<file path="config.mk">
export PLATFORM = sky130hd
export DESIGN_NAME = piso_serializer_ctrl
export DESIGN_NICKNAME = d
export VERILOG_FILES = /design/src/rtl/piso_pkg.sv /design/src/rtl/piso_shift_reg.sv /design/src/rtl/piso_serializer_ctrl.sv
export SDC_FILE = /design/constraint.sdc
export NUM_CORES = 1
export LEC_CHECK = 0
export BUFFER_PORTS_ARGS = -buffer_cell sky130_fd_sc_hd__buf_2
export CORE_ASPECT_RATIO = 1.1
export CORE_MARGIN = 4
export CORE_UTILIZATION = 40
export CTS_CLUSTER_SIZE = 16
export DETAILED_ROUTE_END_ITERATION = 16
export GPL_ROUTABILITY_DRIVEN = 0
export GPL_TIMING_DRIVEN = 0
export PLACE_DENSITY_LB_ADDON = 0.3
export SLEW_MARGIN = 10
export SYNTH_ARGS = -nofsm -noshare
export SYNTH_HDL_FRONTEND = slang
export SYNTH_HIERARCHICAL = 1
export SYNTH_SLANG_ARGS = --single-unit
</file>
<file path="constraint.sdc">
create_clock -name clk -period 1.7 [get_ports clk]
set_input_delay 0.17 -clock clk [delete_from_list [all_inputs] [get_ports clk]]
set_output_delay 0.17 -clock clk [all_outputs]
set_load 0.01 [all_outputs]
</file>
<file path="src/rtl/piso_pkg.sv">
// Shared types and counter-width helpers for the PISO serializer controller.
package piso_pkg;

  typedef enum logic {
    IDLE  = 1'b0,
    SHIFT = 1'b1
  } state_e;

  function automatic int bit_cnt_w(input int width);
    return $clog2(width);
  endfunction

  // One extra bit keeps DIV=1 legal (a 1-bit counter that only ever holds 0).
  function automatic int div_cnt_w(input int div);
    return $clog2(div) + 1;
  endfunction

endpackage

</file>
<file path="src/rtl/piso_shift_reg.sv">
// Load/shift D flip-flop chain, tail stage drives q_ser; load wins over shift, zeros fill from the head.
// Zero latency to strobes: the register updates on the edge where load or shift is high, otherwise holds.
module piso_shift_reg #(
  parameter int WIDTH = 8
) (
  input  logic             clk,
  input  logic             reset,
  input  logic             load,
  input  logic             shift,
  input  logic [WIDTH-1:0] d_par,
  output logic             q_ser
);

  logic [WIDTH-1:0] sr_q;

  always_ff @(posedge clk or posedge reset) begin
    if (reset) begin
      sr_q <= '0;
    end else if (load) begin
      sr_q <= d_par;
    end else if (shift) begin
      sr_q <= {sr_q[WIDTH-2:0], 1'b0};
    end
  end

  assign q_ser = sr_q[WIDTH-1];

endmodule

</file>
<file path="src/rtl/piso_serializer_ctrl.sv">
// Valid/ready word intake and bit pacing for a PISO register: bit 0 appears the cycle after the load edge.
// Each bit is held DIV clocks; in_ready is high only when idle or in the final cycle of a frame.
module piso_serializer_ctrl
  import piso_pkg::*;
#(
  parameter int WIDTH     = 8,
  parameter int DIV       = 4,
  parameter int MSB_FIRST = 1
) (
  input  logic             clk,
  input  logic             reset,
  input  logic [WIDTH-1:0] in_data,
  input  logic             in_valid,
  output logic             in_ready,
  output logic             ser_out,
  output logic             ser_valid,
  output logic             frame_start,
  output logic             frame_done,
  output logic             busy,
  output logic             piso_load,
  output logic             piso_shift
);

  localparam int BW = bit_cnt_w(WIDTH);
  localparam int DW = div_cnt_w(DIV);

  state_e          state_q, state_d;
  logic [BW-1:0]   bit_cnt_q, bit_cnt_d;
  logic [DW-1:0]   div_cnt_q, div_cnt_d;
  logic            frame_start_q;
  logic            div_zero, last_bit, xfer, q_ser;
  logic [WIDTH-1:0] d_par;

  always_comb begin
    d_par = in_data;
    if (MSB_FIRST == 0) begin
      for (int i = 0; i < WIDTH; i++) d_par[i] = in_data[WIDTH-1-i];
    end
  end

  always_ff @(posedge clk or posedge reset) begin
    if (reset) begin
      state_q       <= IDLE;
      bit_cnt_q     <= '0;
      div_cnt_q     <= '0;
      frame_start_q <= 1'b0;
    end else begin
      state_q       <= state_d;
      bit_cnt_q     <= bit_cnt_d;
      div_cnt_q     <= div_cnt_d;
      frame_start_q <= xfer;
    end
  end

  always_comb begin
    state_d    = state_q;
    bit_cnt_d  = bit_cnt_q;
    div_cnt_d  = div_cnt_q;
    div_zero   = (div_cnt_q == '0);
    last_bit   = (state_q == SHIFT) && div_zero && (bit_cnt_q == '0);
    in_ready   = (state_q == IDLE) || last_bit;
    xfer       = in_valid && in_ready;
    // A load in the last-bit cycle pre-empts the end of frame, so shift is never raised alongside it.
    piso_shift = (state_q == SHIFT) && div_zero && (bit_cnt_q != '0);
    piso_load  = xfer;

    if (xfer) begin
      state_d   = SHIFT;
      bit_cnt_d = BW'(WIDTH - 1);
      div_cnt_d = DW'(DIV - 1);
    end else if (state_q == SHIFT) begin
      if (!div_zero) begin
        div_cnt_d = div_cnt_q - DW'(1);
      end else if (bit_cnt_q != '0) begin
        bit_cnt_d = bit_cnt_q - BW'(1);
        div_cnt_d = DW'(DIV - 1);
      end else begin
        state_d = IDLE;
      end
    end
  end

  piso_shift_reg #(
    .WIDTH(WIDTH)
  ) u_shift_reg (
    .clk  (clk),
    .reset(reset),
    .load (piso_load),
    .shift(piso_shift),
    .d_par(d_par),
    .q_ser(q_ser)
  );

  assign ser_valid   = (state_q == SHIFT);
  assign busy        = (state_q == SHIFT);
  assign ser_out     = q_ser & ser_valid;
  assign frame_done  = last_bit;
  assign frame_start = frame_start_q;

endmodule

</file>
Word level (Yosys, flattened, before mapping):

Cells that the tools add are included.

* output and inout port bits: 8
* word-level logic and storage cells: 38
* input port bits: 11
* register bits after elaboration: 16

* equality and inequality tests: 1
* muxes and demuxes: 14
* $add $sub $neg: 2
* bitwise operators: 2
* reduce and logical (&&, ||, !) cells: 14

Operators by type and width (number)
* two-way mux 3 bit: 8
* two-way mux 8 bit: 2
* nonzero test 2 bit: 4
* zero test 3 bit: 2
* subtractor 3 x 1 -> 3 bit (second input constant): 2
* logical AND 1 bit: 4
* two-way mux 1 bit: 4
* inequality test 3 x 1 -> 1 bit (second input constant): 1
* AND reduction 3 bit: 1
* nonzero test 3 bit: 1
* AND reduction 2 bit: 1
* AND 1 bit: 1
* logical OR 1 bit: 1
* inverter 1 bit: 1

Longest topological paths before layout:

Gate-level depths: netlist of run 1.

* depth in word-level cells: 7
* gate-level depth with buffers: 8
* depth with buffers taken out: 7

By module:

Netlist of run 1, hierarchy kept.

Modules (own cells, without submodules)
* piso_serializer_ctrl: area an instance 508.0 µm², times used 1, cells an instance 51
* piso_shift_reg: area an instance 372.9 µm², times used 1, cells an instance 35

Least setup slack after synthesis of run 1:

OpenSTA, ideal clock, no wires.

* kind: reg-to-reg
* start point: register div_cnt_q[0]
* end point: register u_shift_reg.sr_q[1]
* stages on the path, launching flop included: 8
* library setup time: 121 ps
* path buffers: 1
* arrival time: 1567 ps
* setup slack: 12 ps
* path through: dfrtp_1 -> inv_1 -> ha_1 -> nand2b_4 -> o21ai_2 -> and2_1 -> buf_6 -> o21ai_1

* cells in the longest elaborated chain, start to end: 6

RTL lines
* from (decl): line piso_serializer_ctrl.sv:29 `logic [DW-1:0] div_cnt_q, div_cnt_d;`
* from (signal assigned): line piso_serializer_ctrl.sv:50 `div_cnt_q <= div_cnt_d;`
* zero test 3 bit (*): line piso_serializer_ctrl.sv:59 `div_zero = (div_cnt_q == '0);`
* logical AND 1 bit (*) (2 in series): line piso_serializer_ctrl.sv:60 `last_bit = (state_q == SHIFT) && div_zero && (bit_cnt_q == '0);`
* logical OR 1 bit (*): line piso_serializer_ctrl.sv:61 `in_ready = (state_q == IDLE) || last_bit;`
* named net in_ready: line piso_serializer_ctrl.sv:14 `output logic in_ready,`
* logical AND 1 bit (*): line piso_serializer_ctrl.sv:62 `xfer = in_valid && in_ready;`
* named net piso_load: line piso_serializer_ctrl.sv:20 `output logic piso_load,`
* two-way mux 8 bit or nonzero test 2 bit (tied branches)
* to (signal assigned): line piso_shift_reg.sv:20 `sr_q <= d_par;`
* to (signal assigned): line piso_shift_reg.sv:22 `sr_q <= {sr_q[WIDTH-2:0], 1'b0};`
* to (decl): line piso_shift_reg.sv:14 `logic [WIDTH-1:0] sr_q;`

The timed path passes the listed nets; every way through them passes the cells marked *.
A chain may end at the register's enable or synchronous reset.

Final worst setup path of run 1:

* start point: register bit_cnt_q[1]
* end point: output port piso_load

* cells in the longest elaborated chain, start to end: 4

RTL lines
* from (decl): line piso_serializer_ctrl.sv:28 `logic [BW-1:0] bit_cnt_q, bit_cnt_d;`
* from (signal assigned): line piso_serializer_ctrl.sv:49 `bit_cnt_q <= bit_cnt_d;`
* zero test 3 bit: line piso_serializer_ctrl.sv:60
* logical AND 1 bit: line piso_serializer_ctrl.sv:60
* logical OR 1 bit: line piso_serializer_ctrl.sv:61
* logical AND 1 bit: line piso_serializer_ctrl.sv:62
* to (decl): line piso_serializer_ctrl.sv:20

No other way between the ends.

==> flow_summary.toml, run 1 <==
[sta]
period_minus_slack_ps = 1650
hold_viol_final = 0
hold_ws_ps = 106
post-route-period-util = 0.968
finalSetupViolations = 0
finClkSkew_ps = 2.26
max_slew.worst_pin.slew_ps = 317
drv_slew = 0
fmax_mhz = 608
slew_headroom = 0.788

[worst_setup_path]
cpLargestDelayFamily = "flip-flops"
worst-path-buf-inv = 2
reg2reg_to = "u_shift_reg/sr_q[0]"
r2r_slack_ps = 130
r2r_cells = 9
crit_type = "reg -> out"
r2r-start = "bit_cnt_q[1]"
worstPathRequired_ps = 1530
setup.worst_path.start = "bit_cnt_q[1]"
arrival_ps = 1480
max_stage_delay_ps = 410
cp_max_fo = 5
critPathLaunchType = "register"
cp_slowest_cell = "dfrtp_1"
crit_chain = "inv_2, ha_4, nand2b_4, o21ai_4, and2_4, buf_2"
cp-end-kind = "primary output"

[clock_network]
insertion_delay_ps = 270
cts_buffers = 3
clk_pin_slew_worst_paths_ps = 80
clockBufferDepth = 2
root_buffer = "clkbuf_4"
htreeDepth = 1
cts_tree = "yes"
clock_sinks = 16

[floorplanning]
die-area_mm2 = 0.00302
initial_utilization = 0.431
core_area_mm2 = 0.00204
chipWidth_um = 52.7
num_rows = 17
die_h_um = 57.2
io_pins = 19

[global_route]
grt-ovfl-total = 0
grt_usage = 0.128
grt_max_degree = 11
antenna_found_initial = 0
grt_pass1_wl_um = 2880
grt_pass1_vias = 658

[cells_and_area]
n_antenna_cell = 0
seq_area_um2 = 400
multi_input_area_um2 = 452
fill_cells = 197
layout-drive-gt1-share = 0.405
syn_to_final_growth_pct = 28.7
nNetsFinal = 133
finalNonFillerCells = 144

[synthesis]
synth_top_area_cell = "dfrtp_1"
yosys-top-cells-area = "dfrtp_1 (45%), mux2i_1 (8.0%), ha_1 (5.7%)"
synthesis.nets = 101
yosysMostFrequentCell = "dfrtp_1"
synth_top_cell_area_share = 0.455
ys_ff_latch = 16
ys_seq_area_frac = 0.455
synthArstFlopShare = 1.00
synth_common_cells = "dfrtp_1 (16), nand2_1 (10), o21ai_1 (8)"
yosysWarnings = 6
ys_types = 29
synth_edf_count = 0
synth_ff_type = "dfrtp_1"
syn_area_um2 = 881
syn_avg_cell_area_um2 = 10.2
synth_cells = 86

[hold_path]
min_delay_path_depth = 3
hold_path_end = "u_shift_reg/sr_q[0]"
hp-start = "in_data[0]"
hold_path_class = "in -> reg"

[detailed_routing]
via_count = 700
viasPerCell = 4.86
firstDrtPassIters = 4
initialDrtViolationCount = 10
wl_um = 1810
wl_per_cell_um = 12.6
route.antenna.remaining_nets = 0
drcViolationCount = 0

[status]
status = "completed"

[flow_run]
cap_violations = 0

[place]
portBuffers = 18
dp_hpwl_um = 1230
placed_cells = 132

[power]
leakage_uw = 0.000523
power_density_mw_per_mm2 = 1550
peakVddDrop_mv = 0.717
through the flow:
stage / instance area (um^2) / setup WS [ps] / power [uW] / TNS [ps] / utilization
2_1_floorplan: 881 / 11.7 / 1230 / 0 / -
3_3_place_gp: 1010 / -60.1 / 1360 / -480 / 0.493
3_5_place_dp: 1010 / -99.0 / 1390 / -709 / 0.493
4_1_cts: 1100 / 62.6 / 1690 / 0 / 0.537
5_1_grt: 1130 / -1.48 / 1900 / -1.48 / 0.555
6_report: 1130 / 54.8 / 1760 / 0 / 0.555
registers in the layout (all words and copies together), names as in the netlist:
signal,flops
u_shift_reg/sr_q,8
bit_cnt_q,3
div_cnt_q,3
busy,1
frame_start,1
worst max path at each step:
stage          cells past startpoint  slack [ps]                   to
2_1_floorplan                      7          10  u_shift_reg/sr_q[1]
3_3_place_gp                       8         -60  u_shift_reg/sr_q[7]
6_report                           6          50            piso_load
5_1_grt                            6          -1            piso_load
4_1_cts                            6          60            piso_load
3_5_place_dp                       8        -100  u_shift_reg/sr_q[0]
repair_timing:
item	in CTS	in global routing
pin swaps	2	2
gates resized for setup	10	1
hold endpoints to repair	16	0
endpoints found under the setup margin	10	2
buffers inserted	3	5
hold buffers	1	0
layout by cell type (no fill, tap or decap), types with 2 or more instances in the layout:
| master | n |
|---|---|
| buf_6 | 2 |
| a21oi_1 | 2 |
| clkbuf_4 | 3 |
| buf_4 | 10 |
| nand2b_1 | 3 |
| nor2_1 | 4 |
| dfrtp_1 | 16 |
| ha_4 | 2 |
| mux2i_1 | 7 |
| buf_2 | 18 |
| and3_1 | 2 |
| inv_1 | 3 |
| inv_2 | 4 |
| ha_1 | 2 |
| nand2b_4 | 2 |
| nand2_1 | 10 |
| o21ai_1 | 8 |
worst register-to-register path, stage by stage, from the launching register on:
cell	delay (ps)
dfrtp_1	410
inv_2	100
ha_4	150
nand2b_4	80
o21ai_4	170
and2_4	170
buf_4	160
buf_6	140
nand2_1	50
o21ai_0	60
final cells by class:
| class | count | share of cell area |
|---|---|---|
| clock buffer | 3 | 0.0199 |
| tap | 28 | 0.0309 |
| timing repair buffer | 27 | 0.141 |
| buffer | 4 | 0.0331 |
| inverter | 7 | 0.0232 |
| sequential | 16 | 0.353 |
| multi-input combinational | 59 | 0.398 |
layer usage:
metal  vias up  track usage  part of all wire
met3         2       0.0313             0.046
met1       329        0.155              0.44
met5         -            0                 0
met2        14        0.218              0.50
met4         0       0.0438            0.0088
li1        355            -                 -
power breakdown:
group          internal (uW)  switching, uW
Combinational            488            410
Clock                   81.9            106
Sequential               551            119
Total                   1120            635
cell families after synthesis:
family / after synthesis / synth area share
fa+ha+maj: 4 / 0.0568
simple gates: 29 / 0.197
flops: 16 / 0.455
compound gates: 19 / 0.139
mux: 7 / 0.0795
buf+inv: 11 / 0.0724
Power figures use the tool's default switching activity.
==> run 2, diff against run 1 <==
- SYNTH_HIERARCHICAL: 1 -> not set
==> run 2 against run 1 <==
Net effect:
- routed wire length rose by 3.4%
- first-iteration DRC count rose by 70%
- critical path depth rose by 1
- via count fell by 1.4%
- worst hold slack got worse by 12 ps
- combinational power fell by 6.7%
- area after synthesis fell by 6.8%
- synthesized cell count fell by 13%
- critical endpoint unchanged
==> flow_summary.toml, run 2 <==
[sta]
rsz0062_at_grt = "true"
setup_ws_ps = 40.2
fmax_mhz = 602
post-route-period-util = 0.976
tns_ps = 0
finClkSkew_ps = 0.777
hold_viol_final = 0
period_minus_slack_ps = 1660
finalSetupViolations = 0
slew_headroom = 0.570
hold_ws_ps = 93.7
drv_slew = 0
max_slew.worst_pin.slew_ps = 644

[global_route]
grt_max_degree = 17
grt_pass1_vias = 699
grt-ovfl-total = 0
grt_pass1_wl_um = 3080
antenna_found_initial = 0
grt_usage = 0.146

[synthesis]
synth_cells = 75
synth_ff_type = "dfrtp_1"
syn_area_um2 = 821
yosysMostFrequentCell = "dfrtp_1"
synthArstFlopShare = 1.00
synth_compound_area_frac = 0.203
ys_seq_area_frac = 0.488
yosys.area_share.simple = 0.174
syn_avg_cell_area_um2 = 10.9
synthXorXnorAreaFrac = 0
synth_fa_ha_area_frac = 0.0610
synth_top_family_by_area = "compound AO/OA/AOI/OAI gates"
synth_common_cells = "dfrtp_1 (16), and2_1 (9), a221o_1 (7)"
yosys-top-cells-area = "dfrtp_1 (49%), a221o_1 (8.5%), and2_1 (6.9%)"
synthMuxAreaShare = 0
synth_top_area_cell = "dfrtp_1"
synth_edf_count = 0
ys_types = 25
synthesis.nets = 90
ys_ff_latch = 16
yosysWarnings = 0
synth_top_cell_area_share = 0.488

[cells_and_area]
largestRegisters = "u_shift_reg.sr_q: 8 flops, bit_cnt_q: 3 flops, div_cnt_q: 3 flops"
layout_common_cells = "buf_2 (17), dfrtp_1 (16), buf_4 (13), and2_1 (8), a221o_1 (7)"
nNetsFinal = 125
final_util = 0.602
n_antenna_cell = 0
fill_cells = 171
syn_to_final_growth_pct = 36.6
layout_commonest_cell = "buf_2"
finalNonFillerCells = 136
layout-drive-gt1-share = 0.459
regMostFlops = "u_shift_reg.sr_q"
largest_register_ffs = 8

[worst_setup_path]
arrival_ps = 1490
reg2reg_to = "u_shift_reg.sr_q[6]"
critPathLaunchType = "register"
cp_max_fo = 5
r2r-start = "bit_cnt_q[0]"
crit_type = "reg -> out"
r2r_slack_ps = 50
r2r_cells = 8
cp-end-kind = "primary output"
setup.worst_path.start = "bit_cnt_q[0]"
worstPathRequired_ps = 1530

[clock_network]
htreeDepth = 1
clk_pin_slew_worst_paths_ps = 100
cts_tree = "yes"
insertion_delay_ps = 290
cts_buffers = 3
clockBufferDepth = 2
root_buffer = "clkbuf_4"
clock_sinks = 16

[detailed_routing]
wl_um = 1880
initialDrtViolationCount = 17
viasPerCell = 5.07
route.antenna.remaining_nets = 0
drcViolationCount = 0
wl_met2_um = 924
met1Wirelength_um = 860
top_layer_used = "met4"
dr_wl_met3_um = 66
via_count = 690
firstDrtPassIters = 4
wl_per_cell_um = 13.8

[power]
leakage_uw = 0.000560
power_density_mw_per_mm2 = 1510
peakVddDrop_mv = 1.03

[hold_path]
hold_path_end = "u_shift_reg.sr_q[0]"
hp-start = "in_data[0]"
min_delay_path_depth = 2
hold_path_class = "in -> reg"

[floorplanning]
num_rows = 16
chipWidth_um = 51.2
core_area_mm2 = 0.00186
io_pins = 19
die-area_mm2 = 0.00284
die_h_um = 55.5
initial_utilization = 0.441

[flow_run]
cap_violations = 0

[status]
status = "completed"

[place]
portBuffers = 18
dp_slack_ps = 6.63
placed_cells = 120
dp_hpwl_um = 1200
-- run 2: cell count changes after synthesis, moves of 3 or more --
cell,change
o21ai_1,-8
a221o_1,+7
and2_1,+7
mux2i_1,-7
nand2_1,-7
nand3_1,+3
nor2_1,-3
-- run 2: critical path, stage by stage, from the launching register on --
cell,delay (ps)
dfrtp_1,400
inv_2,80
ha_4,150
nand2b_4,80
o21ai_2,150
and2_4,160
buf_6,90
buf_6,90
-- run 2: worst max-delay path by stage --
stage | cells past startpoint | endpoint | slack, ps
global route | 7 | piso_load | -40
global placement | 7 | u_shift_reg.sr_q[6] | 50
detailed placement | 7 | u_shift_reg.sr_q[5] | 7
finish | 7 | piso_load | 40
floorplan | 7 | u_shift_reg.sr_q[1] | 110
CTS | 7 | piso_load | -1
-- run 2: power breakdown --
| group | leakage, uW | switching [uW] | internal, uW |
|---|---|---|---|
| Sequential | 0.000198 | 77.5 | 517 |
| Combinational | 0.000341 | 355 | 483 |
| Clock | 0.0000210 | 129 | 131 |
| Total | 0.000560 | 561 | 1130 |
-- run 2: through the flow --
stage / total power [uW] / area, um^2
after global placement: 1140 / 945
after global routing: 1820 / 1120
after detailed placement: 1170 / 945
final: 1690 / 1120
after floorplan: 1030 / 821
after CTS: 1590 / 1080
-- run 2: cell type report --
cell class | count | area [um^2] | area share
Sequential cell | 16 | 400 | 0.357
Inverter | 6 | 22.5 | 0.0201
Tap cell | 27 | 33.8 | 0.0301
Timing Repair Buffer | 31 | 203 | 0.181
Buffer | 4 | 28.8 | 0.0257
Clock buffer | 4 | 36.3 | 0.0324
Multi-Input combinational cell | 48 | 397 | 0.354
-- run 2: cell families after synthesis --
kind of cell	count (synthesis)
AOI/OAI and AO/OA	21
and+or+nand+nor	23
DFF	16
buffers and inverters	11
adders and majority gates	4
-- run 2: metal layers --
| metal | track usage | vias to the layer above |
|---|---|---|
| met3 | 0.0323 | 4 |
| li1 | - | 333 |
| met5 | 0 | - |
| met1 | 0.174 | 335 |
| met4 | 0.0692 | 0 |
| met2 | 0.241 | 18 |
-- run 2: repair_timing --
| item | CTS | global route |
|---|---|---|
| hold buffers | 1 | 0 |
| buffers inserted | 7 | 5 |
| setup endpoints to repair | 3 | 9 |
| gates resized for setup | 10 | 5 |
| endpoints found under the hold margin | 16 | 0 |
| pin swaps | 3 | 4 |
==> run 3, diff against run 2 <==
- REMOVE_ABC_BUFFERS: not set -> 1
==> run 3 against run 2 <==
Net effect:
- combinational power is 17% lower
- fmax grew 0.86%
- register-to-register slack gained 20 ps
- sequential power grew 2%
- total power fell by 7.9%
- critical endpoint unchanged
- worst hold slack barely moved
- worst setup slack gained 14 ps
- clock power about the same
- sequential share of layout area increased by 2.7 points
- clock skew rose by 1.6 ps
==> flow_summary.toml, run 3 (synthesis results as in run 2) <==
[floorplanning]
core_area_mm2 = 0.00186
num_rows = 16
chipWidth_um = 51.2
io_pins = 19
die_h_um = 55.5
initial_utilization = 0.441
die-area_mm2 = 0.00284

[worst_setup_path]
cpLargestDelayFamily = "flip-flops"
arrival_ps = 1480
critPathLaunchType = "register"
cp_slowest_cell = "dfrtp_1"
r2r_slack_ps = 70
worstPathRequired_ps = 1530
cp-end-kind = "primary output"
crit_chain = "inv_2, ha_4, nand2b_4, o21ai_2, and2_4, buf_2"
max_stage_delay_ps = 420
cp_max_fo = 5
worst-path-buf-inv = 2
crit_type = "reg -> out"

[status]
status = "completed"

[sta]
max_slew.worst_pin.slew_ps = 584
setup_ws_ps = 54.3
rsz0062_at_grt = "true"
post-route-period-util = 0.968
fmax_mhz = 608
tns_ps = 0
hold_viol_final = 0
drv_slew = 0
finClkSkew_ps = 2.35
period_minus_slack_ps = 1650
finalSetupViolations = 0
slew_headroom = 0.610

[place]
dp_slack_ps = -41.2
dp_hpwl_um = 1130
portBuffers = 18
post_dp_cell_area_um2 = 906

[cells_and_area]
fill_cells = 178
syn_to_final_growth_pct = 27.1
final_util = 0.560
multi_input_area_um2 = 392
nNetsFinal = 115
finalInstanceArea_mm2 = 0.00104
layout_commonest_cell = "buf_2"
regMostFlops = "u_shift_reg.sr_q"
layout_common_cells = "buf_2 (17), dfrtp_1 (16), and2_1 (8), a221o_1 (7)"
layout-drive-gt1-share = 0.404
seq_area_um2 = 400
largest_register_ffs = 8
largestRegisters = "u_shift_reg.sr_q: 8 flops, bit_cnt_q: 3 flops, div_cnt_q: 3 flops"
n_antenna_cell = 0

[flow_run]
cap_violations = 0

[clock_network]
insertion_delay_ps = 290
clk_pin_slew_worst_paths_ps = 100
htreeDepth = 1
clockBufferDepth = 2
cts_buffers = 3
clock_sinks = 16
root_buffer = "clkbuf_4"
cts_tree = "yes"

[power]
leakage_uw = 0.000513
peakVddDrop_mv = 0.670
power_density_mw_per_mm2 = 1490
power.total_uw = 1560

[detailed_routing]
drcViolationCount = 0
via_count = 660
firstDrtPassIters = 4
initialDrtViolationCount = 14
wl_per_cell_um = 13.3
route.antenna.remaining_nets = 0
viasPerCell = 5.24
wl_um = 1680

[global_route]
grt_pass1_wl_um = 2780
grt-ovfl-total = 0
grt_pass1_vias = 669
grt_max_degree = 17
grt_usage = 0.131
antenna_found_initial = 0

[hold_path]
hold_path_class = "in -> reg"
-- run 3: per-stage QoR --
stage | hold WS, ps | cells
after floorplan | 83.7 | 70
after global placement | 271 | 115
after detailed placement | 272 | 115
after CTS | 89.0 | 124
after global routing | 97.5 | 126
final | 93.5 | 126
-- run 3: path summary, 6_finish.rpt --
path                                     start             endpoint  depth (start not counted)
max                               bit_cnt_q[0]            piso_load                          6
min                                 in_data[0]  u_shift_reg.sr_q[0]                          2
max reg2reg                       div_cnt_q[0]  u_shift_reg.sr_q[4]                          7
min reg2reg                u_shift_reg.sr_q[0]  u_shift_reg.sr_q[0]                          1
max in group asynchronous                reset  u_shift_reg.sr_q[6]                          3
min in group asynchronous                reset  u_shift_reg.sr_q[1]                          3
-- run 3: layer usage --
layer	part of all wire	vias to the layer above	global-route usage
met5	0	-	0
met4	0.010	0	0.0692
met3	0.047	4	0.0323
met2	0.53	19	0.219
met1	0.41	324	0.150
li1	-	313	-
-- run 3: report_power, final --
part	leakage, uW	total, uW	switching [uW]	internal, uW
sequential	0.000198	606	88.5	517
clock	0.0000210	257	126	131
combinational	0.000293	696	312	384
-- run 3: timing repair --
item | 4_1_cts | 5_1_grt
setup endpoints to repair | 5 | 12
pin swaps | 3 | 2
endpoints found under the hold margin | 16 | 0
hold buffers | 1 | 0
gates resized for setup | 6 | 8
buffers inserted | 4 | 2
-- run 3: cell type report --
type	instances	area share
clock buffers	4	0.0348
inverters	6	0.0216
multi-input cells	48	0.375
flip-flops and latches	16	0.384
well taps	27	0.0324
repair buffers	25	0.152
-- run 3: worst register-to-register path: stages, from the launching register on --
cell     delay (ps)
dfrtp_1         390
inv_2            70
ha_4            170
and2b_4         170
and3_4          200
buf_6           120
and2_1          140
a221o_1         260
